--- config.mk ---
export PLATFORM = sky130hd
export DESIGN_NAME = mem_port_arbiter
export DESIGN_NICKNAME = d
export VERILOG_FILES = /design/src/rtl/mem_port_arbiter.sv
export SDC_FILE = /design/constraint.sdc
export NUM_CORES = 1
export LEC_CHECK = 0
export CORE_MARGIN = 5
export CORE_UTILIZATION = 37
export CTS_CLUSTER_DIAMETER = 100
export CTS_CLUSTER_SIZE = 10
export DETAILED_ROUTE_END_ITERATION = 10
export GPL_ROUTABILITY_DRIVEN = 0
export PLACE_DENSITY = 0.93
export SYNTH_ARGS = -nofsm -noshare
export SYNTH_HDL_FRONTEND = slang
export SYNTH_SLANG_ARGS = --single-unit
--- constraint.sdc ---
create_clock -name clk -period 5.7 [get_ports clk]
set_clock_uncertainty 0.2 [all_clocks]
set_input_delay 0.855 -clock clk [delete_from_list [all_inputs] [get_ports clk]]
set_output_delay 0.855 -clock clk [all_outputs]
set_load 0.01 [all_outputs]
--- src/rtl/mem_port_arbiter.sv ---
// mem_port_arbiter
//   Shares one single-port unified memory between the IF stage (instruction fetch) and the
//   MEM stage (load/store). Only one transaction is outstanding at a time. The response is
//   steered back to the requester that owns it, and the stall signals are generated for
//   the hazard unit.
//
// Ports
//   clk, rst                 clock, synchronous active-high reset
//   if_req/if_addr           fetch request (held until if_valid)
//   if_rdata/if_valid        fetch data / one-cycle completion pulse
//   stall_if                 IF must hold
//   dm_req/dm_we/dm_addr     data request (held until dm_valid)
//   dm_wdata/dm_wstrb        store data / byte enables
//   dm_rdata/dm_valid        load data / one-cycle completion pulse
//   stall_mem                MEM stage must hold
//   mem_req..mem_wstrb       registered memory command; mem_req is a one-cycle issue pulse
//   mem_rdata/mem_rvalid     memory response; mem_rvalid completes reads and writes
module mem_port_arbiter #(
    parameter int unsigned ADDR_W     = 32,
    parameter int unsigned DATA_W     = 32,
    parameter int unsigned STARVE_MAX = 4
) (
    input  logic              clk,
    input  logic              rst,
    input  logic              if_req,
    input  logic [ADDR_W-1:0] if_addr,
    output logic [DATA_W-1:0] if_rdata,
    output logic              if_valid,
    output logic              stall_if,
    input  logic              dm_req,
    input  logic              dm_we,
    input  logic [ADDR_W-1:0] dm_addr,
    input  logic [DATA_W-1:0] dm_wdata,
    input  logic [3:0]        dm_wstrb,
    output logic [DATA_W-1:0] dm_rdata,
    output logic              dm_valid,
    output logic              stall_mem,
    output logic              mem_req,
    output logic              mem_we,
    output logic [ADDR_W-1:0] mem_addr,
    output logic [DATA_W-1:0] mem_wdata,
    output logic [3:0]        mem_wstrb,
    input  logic [DATA_W-1:0] mem_rdata,
    input  logic              mem_rvalid
);

    localparam int unsigned      CNT_W   = $clog2(STARVE_MAX + 1);
    localparam logic [CNT_W-1:0] CNT_MAX = CNT_W'(STARVE_MAX);

    typedef enum logic [1:0] {StIdle, StBusyIf, StBusyDm} state_e;

    state_e            state_q, state_d;
    logic [CNT_W-1:0]  starve_cnt_q, starve_cnt_d;

    logic              mem_req_q, mem_we_q;
    logic [ADDR_W-1:0] mem_addr_q;
    logic [DATA_W-1:0] mem_wdata_q;
    logic [3:0]        mem_wstrb_q;

    logic arb_point;
    logic if_starved;
    logic grant_dm;
    logic grant_if;

    // Arbitration happens whenever the port is free, including the completion cycle of the
    // current transaction so the next one can issue back-to-back.
    always_comb begin
        arb_point  = (state_q == StIdle) | mem_rvalid;
        if_starved = if_req & (starve_cnt_q == CNT_MAX);
        grant_dm   = arb_point & dm_req & ~if_starved;
        grant_if   = arb_point & ~grant_dm & if_req;
    end

    // State register
    always_ff @(posedge clk) begin
        if (rst) begin
            state_q      <= StIdle;
            starve_cnt_q <= '0;
        end else begin
            state_q      <= state_d;
            starve_cnt_q <= starve_cnt_d;
        end
    end

    // Next-state logic
    always_comb begin
        state_d      = state_q;
        starve_cnt_d = starve_cnt_q;
        if (arb_point) begin
            if (grant_dm) begin
                state_d = StBusyDm;
            end else if (grant_if) begin
                state_d = StBusyIf;
            end else begin
                state_d = StIdle;
            end

            // Count DM wins only while IF is actually waiting.
            if (!if_req || grant_if) begin
                starve_cnt_d = '0;
            end else if (grant_dm && starve_cnt_q != CNT_MAX) begin
                starve_cnt_d = starve_cnt_q + CNT_W'(1);
            end
        end
    end

    // Output logic. Valids are masked during reset so a response to an aborted
    // transaction never reaches a requester.
    always_comb begin
        if_valid  = ~rst & mem_rvalid & (state_q == StBusyIf);
        dm_valid  = ~rst & mem_rvalid & (state_q == StBusyDm);
        if_rdata  = mem_rdata;
        dm_rdata  = mem_rdata;
        stall_if  = if_req & ~if_valid;
        stall_mem = dm_req & ~dm_valid;
    end

    // Memory command register: loads from the winner on a grant and holds otherwise, so
    // the fields stay stable while the transaction is in flight.
    always_ff @(posedge clk) begin
        if (rst) begin
            mem_req_q   <= 1'b0;
            mem_we_q    <= 1'b0;
            mem_addr_q  <= '0;
            mem_wdata_q <= '0;
            mem_wstrb_q <= 4'b0000;
        end else begin
            mem_req_q <= grant_dm | grant_if;
            if (grant_dm) begin
                mem_we_q    <= dm_we;
                mem_addr_q  <= dm_addr;
                mem_wdata_q <= dm_wdata;
                mem_wstrb_q <= dm_we ? dm_wstrb : 4'b0000;
            end else if (grant_if) begin
                mem_we_q    <= 1'b0;
                mem_addr_q  <= if_addr;
                mem_wdata_q <= '0;
                mem_wstrb_q <= 4'b0000;
            end
        end
    end

    assign mem_req   = mem_req_q;
    assign mem_we    = mem_we_q;
    assign mem_addr  = mem_addr_q;
    assign mem_wdata = mem_wdata_q;
    assign mem_wstrb = mem_wstrb_q;

endmodule

== Yosys cells after proc, flatten, opt, wreduce, memory -nomap -nowiden ==
Cells that the tools add are included.

* Divide/modulo/power cells: 0
* Multipliers: 0
* Equal/unequal tests: 4
* Bitwise logic cells: 17
* Mux-type cells: 13
* Add/sub/neg operators: 1
* $lt $le $gt $ge: 0
* Shift operators: 0
* Reductions and logical operators: 7

{| class="wikitable"
|+ Operators by type and width
! kind !! number
|-
| $mux 32 || 4
|-
| $mux 4 || 3
|-
| $and 1x1->1 || 10
|-
| $mux 3 || 2
|-
| $not 1->1 || 5
|-
| $reduce_bool 2->1 || 2
|-
| $add 3x1->3 const B || 1
|-
| $eq 3x3->1 const B || 1
|-
| $mux 1 || 3
|-
| $ne 3x3->1 const B || 1
|-
| $eq 2x1->1 const B || 1
|-
| $eq 2x2->1 const B || 1
|-
| $logic_not 2->1 || 1
|-
| $mux 2 || 1
|-
| $or 1x1->1 || 2
|-
| $reduce_and 2->1 || 1
|-
| $logic_and 1x1->1 || 1
|-
| $logic_not 1->1 || 1
|-
| $logic_or 1x1->1 || 1
|}

* Memories: 0
* Memory bits (writable): 0
* Register bits after elaboration: 75
* Input bits: 138
* Memory bits (read-only): 0
* Latch bits: 0

== Longest topological paths before layout ==
* Word-level depth: 10
* Gate-level depth with buffers: 7
* Depth with buffers taken out: 5

== Least setup slack after synthesis ==
No wires, ideal clock.

* Kind: input -> output
* From: input rst
* To: output stall_mem
* Required time: 4.645 ns
* Arrival: 1.683 ns
* Stages: 3
* Path slack: 2.962 ns
* Buffers on the path: 1
* Cell sequence: buf_2 > nor4bb_1 > nor2_1

* Longest elaborated chain between the ends: 5

{| class="wikitable"
|+ RTL lines
! what !! RTL line !! source
|-
| from (decl) || 24 || <nowiki>input logic rst,</nowiki>
|-
| $not 1->1 || 111 || <nowiki>dm_valid = ~rst & mem_rvalid & (state_q == StBusyDm);</nowiki>
|-
| $and 1x1->1 (2 in series) || 111 ||
|-
| named net dm_valid || 36 || <nowiki>output logic dm_valid,</nowiki>
|-
| $not 1->1 || 115 || <nowiki>stall_mem = dm_req & ~dm_valid;</nowiki>
|-
| $and 1x1->1 || 115 ||
|-
| to (decl) || 37 || <nowiki>output logic stall_mem,</nowiki>
|}

The timed path passes the listed nets, and every way through them passes these cells.

== Worst setup path in the final report ==
* From: input mem_rvalid
* To: output dm_valid

* Longest elaborated chain between the ends: 2

{| class="wikitable"
|+ RTL lines
! what !! RTL line !! source
|-
| from (decl) || 44 || <nowiki>input logic mem_rvalid</nowiki>
|-
| $and 1x1->1 (2 in series) || 111 ||
|-
| to (decl) || 36 ||
|}

Every way passes these cells.

==> reports/results.tsv <==
metric	value	unit
rsz0062_at_grt	no	
grt_max_degree	69	
cts_buffer_depth	2	
dp_hpwl	7.98	mm
synth_top_family_by_area	compound AO/OA/AOI/OAI gates	
cts_tree	yes	
numCtsBuffers	9	
ys_ff_latch	75	
r2r_start	state_q[1]	
hp-start	mem_wdata[14]	
crit_path_start_kind	primary input	
post_drt_wl_per_cell	17.2	um
synth-compound-area-share	30.2	%
fp.dieW	110	um
setup_viol	0	
synth_edf_count	0	
peakVddDrop	114	uV
fp.dieArea	12000	um2
synth_area_per_cell	9.78	um2
drtIter0Drc	188	
core_area	9730	um2
yosys-top-cells-area	dfxtp_1 41%, buf_4 13%, a22o_1 7.9%	
n_antenna_cell	0	
period_share	61.3	%
io_buffers	179	
ctsResizeCount	0	
finalMaxSlewViolations	0	
tightest_slew	936	ps
synthArstFlopShare	0	%
antenna_left	0	
floorplan.initialDensity	37.8	%
synth_simple_gate_area_share	9.09	%
syn_nets	516	
fp.dieH	110	um
synth_top_area_share	40.8	%
power_density	254	nW/um2
insertion_delay	330	ps
grt_antenna_before_repair	0	
max_freq	286	MHz
crit_arrival	2440	ps
fin_tns_setup	0	ps
layout.nets	613	
power	1.33	mW
crit_type	primary input to output port	
synthToLayoutAreaGrowth	42.2	%
synth_xor_xnor_area_share	0	%
cts.sinks	75	
hold_path_class	register to register	
synthAdderAreaFrac	0.681	%
status	finished, final reports clean	
final_hold_viol_count	0	
yosys_warnings	0	
routed_wl	10.5	mm
htreeDepth	3	
cp_max_fo	6	
cp-startpoint	mem_rvalid	
period_needed	3500	ps
grt_pass1_vias	3277	
yosysMostFrequentCell	dfxtp_1	
yosysTopAreaCell	dfxtp_1	
synth_cell_types	32	
synth_seq_area_share	40.8	%
syn_area	3680	um2
ctsHoldBuffers	0	
drv_cap	0	
row_count	36	
p_leak	1.91	nW
grt_pass1_wl	15.8	mm
vias_per_cell	5.23	
crit_path_end_kind	output port	
drc_errors	0	
drive_gt1_share	7.32	%
root_buffer	clkbuf_8	
postCtsSetupBuffers	0	
synth_common_cells	75 x dfxtp_1, 65 x buf_4, 36 x a21oi_1	
muxShareOfSynthArea	0	%
cts.clk_slew.worst_paths	70	ps
synthCells	376	
ioPinCount	276	
track_usage	16.8	%
dr_total_vias	3197	
worstPathRequired	4640	ps
slew_headroom	37.4	%
synth_ff_type	dfxtp_1	
first_pass_iters	4	
overflow	0	
per-stage QoR:
step	util [%]	cells	instance area (um2)	setup slack [ps]	hold WS (ps)
global placement	51.4	595	5000	2220	253
floorplan	-	376	3680	2960	253
detailed placement	51.4	595	5000	2190	263
global route	53.7	611	5230	2090	302
CTS	53.7	611	5230	2190	284
finish	53.7	611	5230	2200	279
area by class of cell:
class / count / area [um2]
flip-flops and latches: 75 / 1500
clock buffers: 11 / 151
inverters: 4 / 15.0
clock inverters: 5 / 75.1
fillers: 850 / 4500
repair buffers: 186 / 1840
well taps: 133 / 166
multi-input cells: 197 / 1480
critical path: stages:
cell	delay [ps]
clkdlybuf4s50_1	540
nor4bb_1	420
clkdlybuf4s50_1	630
flip-flops by register name, summed over array words and instances, names as in the netlist:
| register | flops |
|---|---|
| mem_wstrb | 4 |
| mem_wdata | 32 |
| state_q | 2 |
| mem_req | 1 |
| starve_cnt_q | 3 |
| mem_we | 1 |
| mem_addr | 32 |
path summary, 6_finish.rpt:
check,end,slack (ps),cells past startpoint
worst max register to register,mem_wdata[2],3450,4
worst max-delay path,dm_valid,2200,3
worst min-delay path,mem_wdata[14],280,1
worst min register to register,mem_wdata[14],280,1
power by group:
part | internal (mW) | switching (mW) | total [mW]
Combinational | 0.173 | 0.113 | 0.287
Clock | 0.268 | 0.187 | 0.456
Sequential | 0.563 | 0.0235 | 0.587
Total | 1.00 | 0.324 | 1.33
kinds of logic after synthesis:
| group | after synthesis |
|---|---|
| simple gates | 51 |
| fa+ha+maj | 2 |
| flops | 75 |
| compound gates | 144 |
| buf+inv | 104 |
placed cells by master, fill, tap and decap left out, types with 2 or more instances in the layout:
| master | n |
|---|---|
| clkinv_2 | 3 |
| a22o_1 | 33 |
| nand2b_1 | 33 |
| bufinv_16 | 2 |
| or4_1 | 2 |
| a21oi_1 | 36 |
| nor4bb_1 | 2 |
| buf_4 | 7 |
| a32o_2 | 4 |
| clkbuf_8 | 11 |
| dfxtp_1 | 75 |
| inv_1 | 2 |
| nand2_1 | 4 |
| or3_1 | 2 |
| o32ai_1 | 33 |
| nor2_1 | 3 |
| a211oi_1 | 32 |
| ha_1 | 2 |
| clkdlybuf4s50_1 | 178 |
per-layer routing:
metal  vias to the layer above  global-route usage [%]  share of wire (%)  wire length [um]
met5                         -                       0                  0                 0
met4                         0                    8.01                1.6               169
met3                        17                    6.81                 11              1180
met2                       192                    29.0                 49              5160
met1                      1455                    17.6                 38              4010
li1                       1533                       -                  -                 -
(Power assumes the default switching activity.)
==> edit, RTL diff (same settings) <==
Reset style: asynchronous (`rst`), changed in 2 clocked blocks. Comments in the files are not updated.
--- a/src/rtl/mem_port_arbiter.sv
+++ b/src/rtl/mem_port_arbiter.sv
@@ -72,7 +72,7 @@
     end
 
     // State register
-    always_ff @(posedge clk) begin
+    always_ff @(posedge clk or posedge rst) begin
         if (rst) begin
             state_q      <= StIdle;
             starve_cnt_q <= '0;
@@ -117,7 +117,7 @@
 
     // Memory command register: loads from the winner on a grant and holds otherwise, so
     // the fields stay stable while the transaction is in flight.
-    always_ff @(posedge clk) begin
+    always_ff @(posedge clk or posedge rst) begin
         if (rst) begin
             mem_req_q   <= 1'b0;
             mem_we_q    <= 1'b0;
Formal check against the unedited RTL: differs if rst is asserted again (counterexample within 4 cycles, from zero or initial values and one cycle with rst high); with rst held inactive, the same outputs for 4 cycles.
==> edit against the unedited design <==
Hold slack improved by 19 ps; synthesized cell count fell by 12%; register-to-register slack lost 840 ps; final cell count shrank 5.9%; worst setup slack worse by 200 ps; sequential cell count stayed put; clock power is 3% higher; routed wire length up 20%; area after synthesis rose by 3.3%; final area grew 3.8%; total power grew 18%; utilization shrank 0.46 points; count of clock-buffer cells in the layout unchanged; critical endpoint is now stall_if; highest routed layer unchanged.
==> edit: results (changes against the unedited design) <==
| Metric | Value |
|---|---|
| Placed standard-cell area | `5200 um2 (+4.0%)` |
| Top area cells in the synthesized netlist | `sky130_fd_sc_hd__dfrtp_1 49%, sky130_fd_sc_hd__buf_4 13%, sky130_fd_sc_hd__a22o_1 7.6%` |
| Share of the yosys chip area belonging to registers | `0.494 (+0.0858)` |
| FFs w/ async S/R, synth | `1.00 (+1.00)` |
| Detailed-route wire length per cell | `21.9 um (+27%)` |
| Slew @ Worst Pin | `1140 ps (+203 ps)` |
| Fraction of layout cells with a size suffix above 1 | `0.0592 (-0.0140)` |
| Via count of the first global-routing pass | `3,353 (+2.3%)` |
| Number of DRC violations after detailed-routing iteration 0 | `108 (-43%)` |
| Library cell with the highest instance count after synthesis | `sky130_fd_sc_hd__dfrtp_1` |
| Leakage | `2.18 nW (+14%)` |
| Worst endpoint data arrival time | `2640 ps (+200 ps)` |
| All-layer global routing usage | `0.201 (+0.0332)` |
| Kind of path behind the tightest hold check | `reg2reg` |
| Largest driver fanout on the critical path | `22 (+16)` |
| Routed vias/inst | `5.36 (+2.5%)` |
| Largest net degree at the start of global routing | `76 (+10%)` |
| Filler cell count | `862 (+1.4%)` |
| Top cells by count, synth | `75 x sky130_fd_sc_hd__dfrtp_1, 64 x sky130_fd_sc_hd__buf_4, 33 x sky130_fd_sc_hd__a22o_1` |
| Outcome | `finished, final reports clean` |
| Yosys synthesis warning count | `0 (unchanged)` |
| Slowest Stage Delay on Critical Path | `1020 ps (+390 ps)` |
| First-pass GRT wire length | `19,600 um (+24%)` |
| Top_reg_cell synth | `sky130_fd_sc_hd__dfrtp_1` |
| Distinct cell type count after synthesis | `29 (-9.4%)` |
| Initial DRT Pass Iterations | `4 (unchanged)` |
| Number of nets in the finished design | `574 (-6.4%)` |
| Later-pin clock latency in the skew report | `350 ps (+20 ps)` |
| Post-Synthesis Net Count | `471 (-8.7%)` |
| Highest ir drop seen on vdd | `0.000174 V (+52%)` |
| Net switching power figure | `0.428 mW (+32%)` |
| Hpwl dp | `9310 um (+17%)` |
==> edit: cell types whose count changed after synthesis, sizes merged, moves of 3 or more <==
cell	change
dfrtp	+75
dfxtp	-75
a21oi	-37
a211oi	-32
a2bb2oi	+32
clkbuf	-11
buf	+4
inv	+4
nand2	-4
nand4	+3
o21ai	+3
==> edit: cell type report <==
type / count / share of cell area
well taps: 136 / 0.0314
repair buffers: 185 / 0.339
inverters: 8 / 0.00577
clock inverters: 5 / 0.0157
flip-flops and latches: 75 / 0.346
multi-input cells: 155 / 0.236
clock buffers: 11 / 0.0261
==> edit: path summary, 6_finish.rpt <==
path / cells after the start / endpoint / start / slack [ps]
setup / recovery: 3 / stall_if / if_req / 2000
hold / removal: 1 / mem_wstrb[3] / mem_wstrb[3] / 300
setup reg to reg: 5 / mem_addr[26] / state_q[1] / 2610
hold reg to reg: 1 / mem_wstrb[3] / mem_wstrb[3] / 300
max in group asynchronous: 3 / mem_addr[31] / rst / 3710
min in group asynchronous: 3 / mem_addr[17] / rst / 980
==> edit: cells by family after synthesis <==
kind of cell	synth area share
simple gates	0.0751
fa+ha+maj	0.00659
flops	0.494
compound gates	0.249
buf+inv	0.175
==> edit: through the flow <==
stage	setup WS, ps	power, mW	cells	utilization	hold WS, ps
3_3_place_gp	1820	1.10	559	0.510	275
5_1_grt	1760	1.64	575	0.533	319
4_1_cts	1960	1.58	575	0.533	304
3_5_place_dp	1570	1.11	559	0.510	284
6_report	2000	1.57	575	0.533	298
2_1_floorplan	1690	0.886	331	-	308
==> edit: power groups by stage <==
| stage | Clock (mW) | Sequential [mW] | Combinational [mW] |
|---|---|---|---|
| floorplan | 0 | 0.687 | 0.199 |
| global placement | 0 | 0.662 | 0.434 |
| detailed placement | 0 | 0.661 | 0.449 |
| CTS | 0.479 | 0.655 | 0.451 |
| global route | 0.499 | 0.664 | 0.476 |
| finish | 0.468 | 0.654 | 0.444 |
==> edit: layer usage <==
metal / part of all wire / routed length, um / track usage
met2: 0.49 / 6110 / 0.337
met3: 0.12 / 1510 / 0.102
met1: 0.38 / 4790 / 0.227
met5: 0 / 0 / 0
met4: 0.013 / 164 / 0.0535
==> edit: worst max-delay path: cells and delay by family <==
family	cells	cell delay (ps)
buffers and inverters	2	1570
and+or+nand+nor	1	220
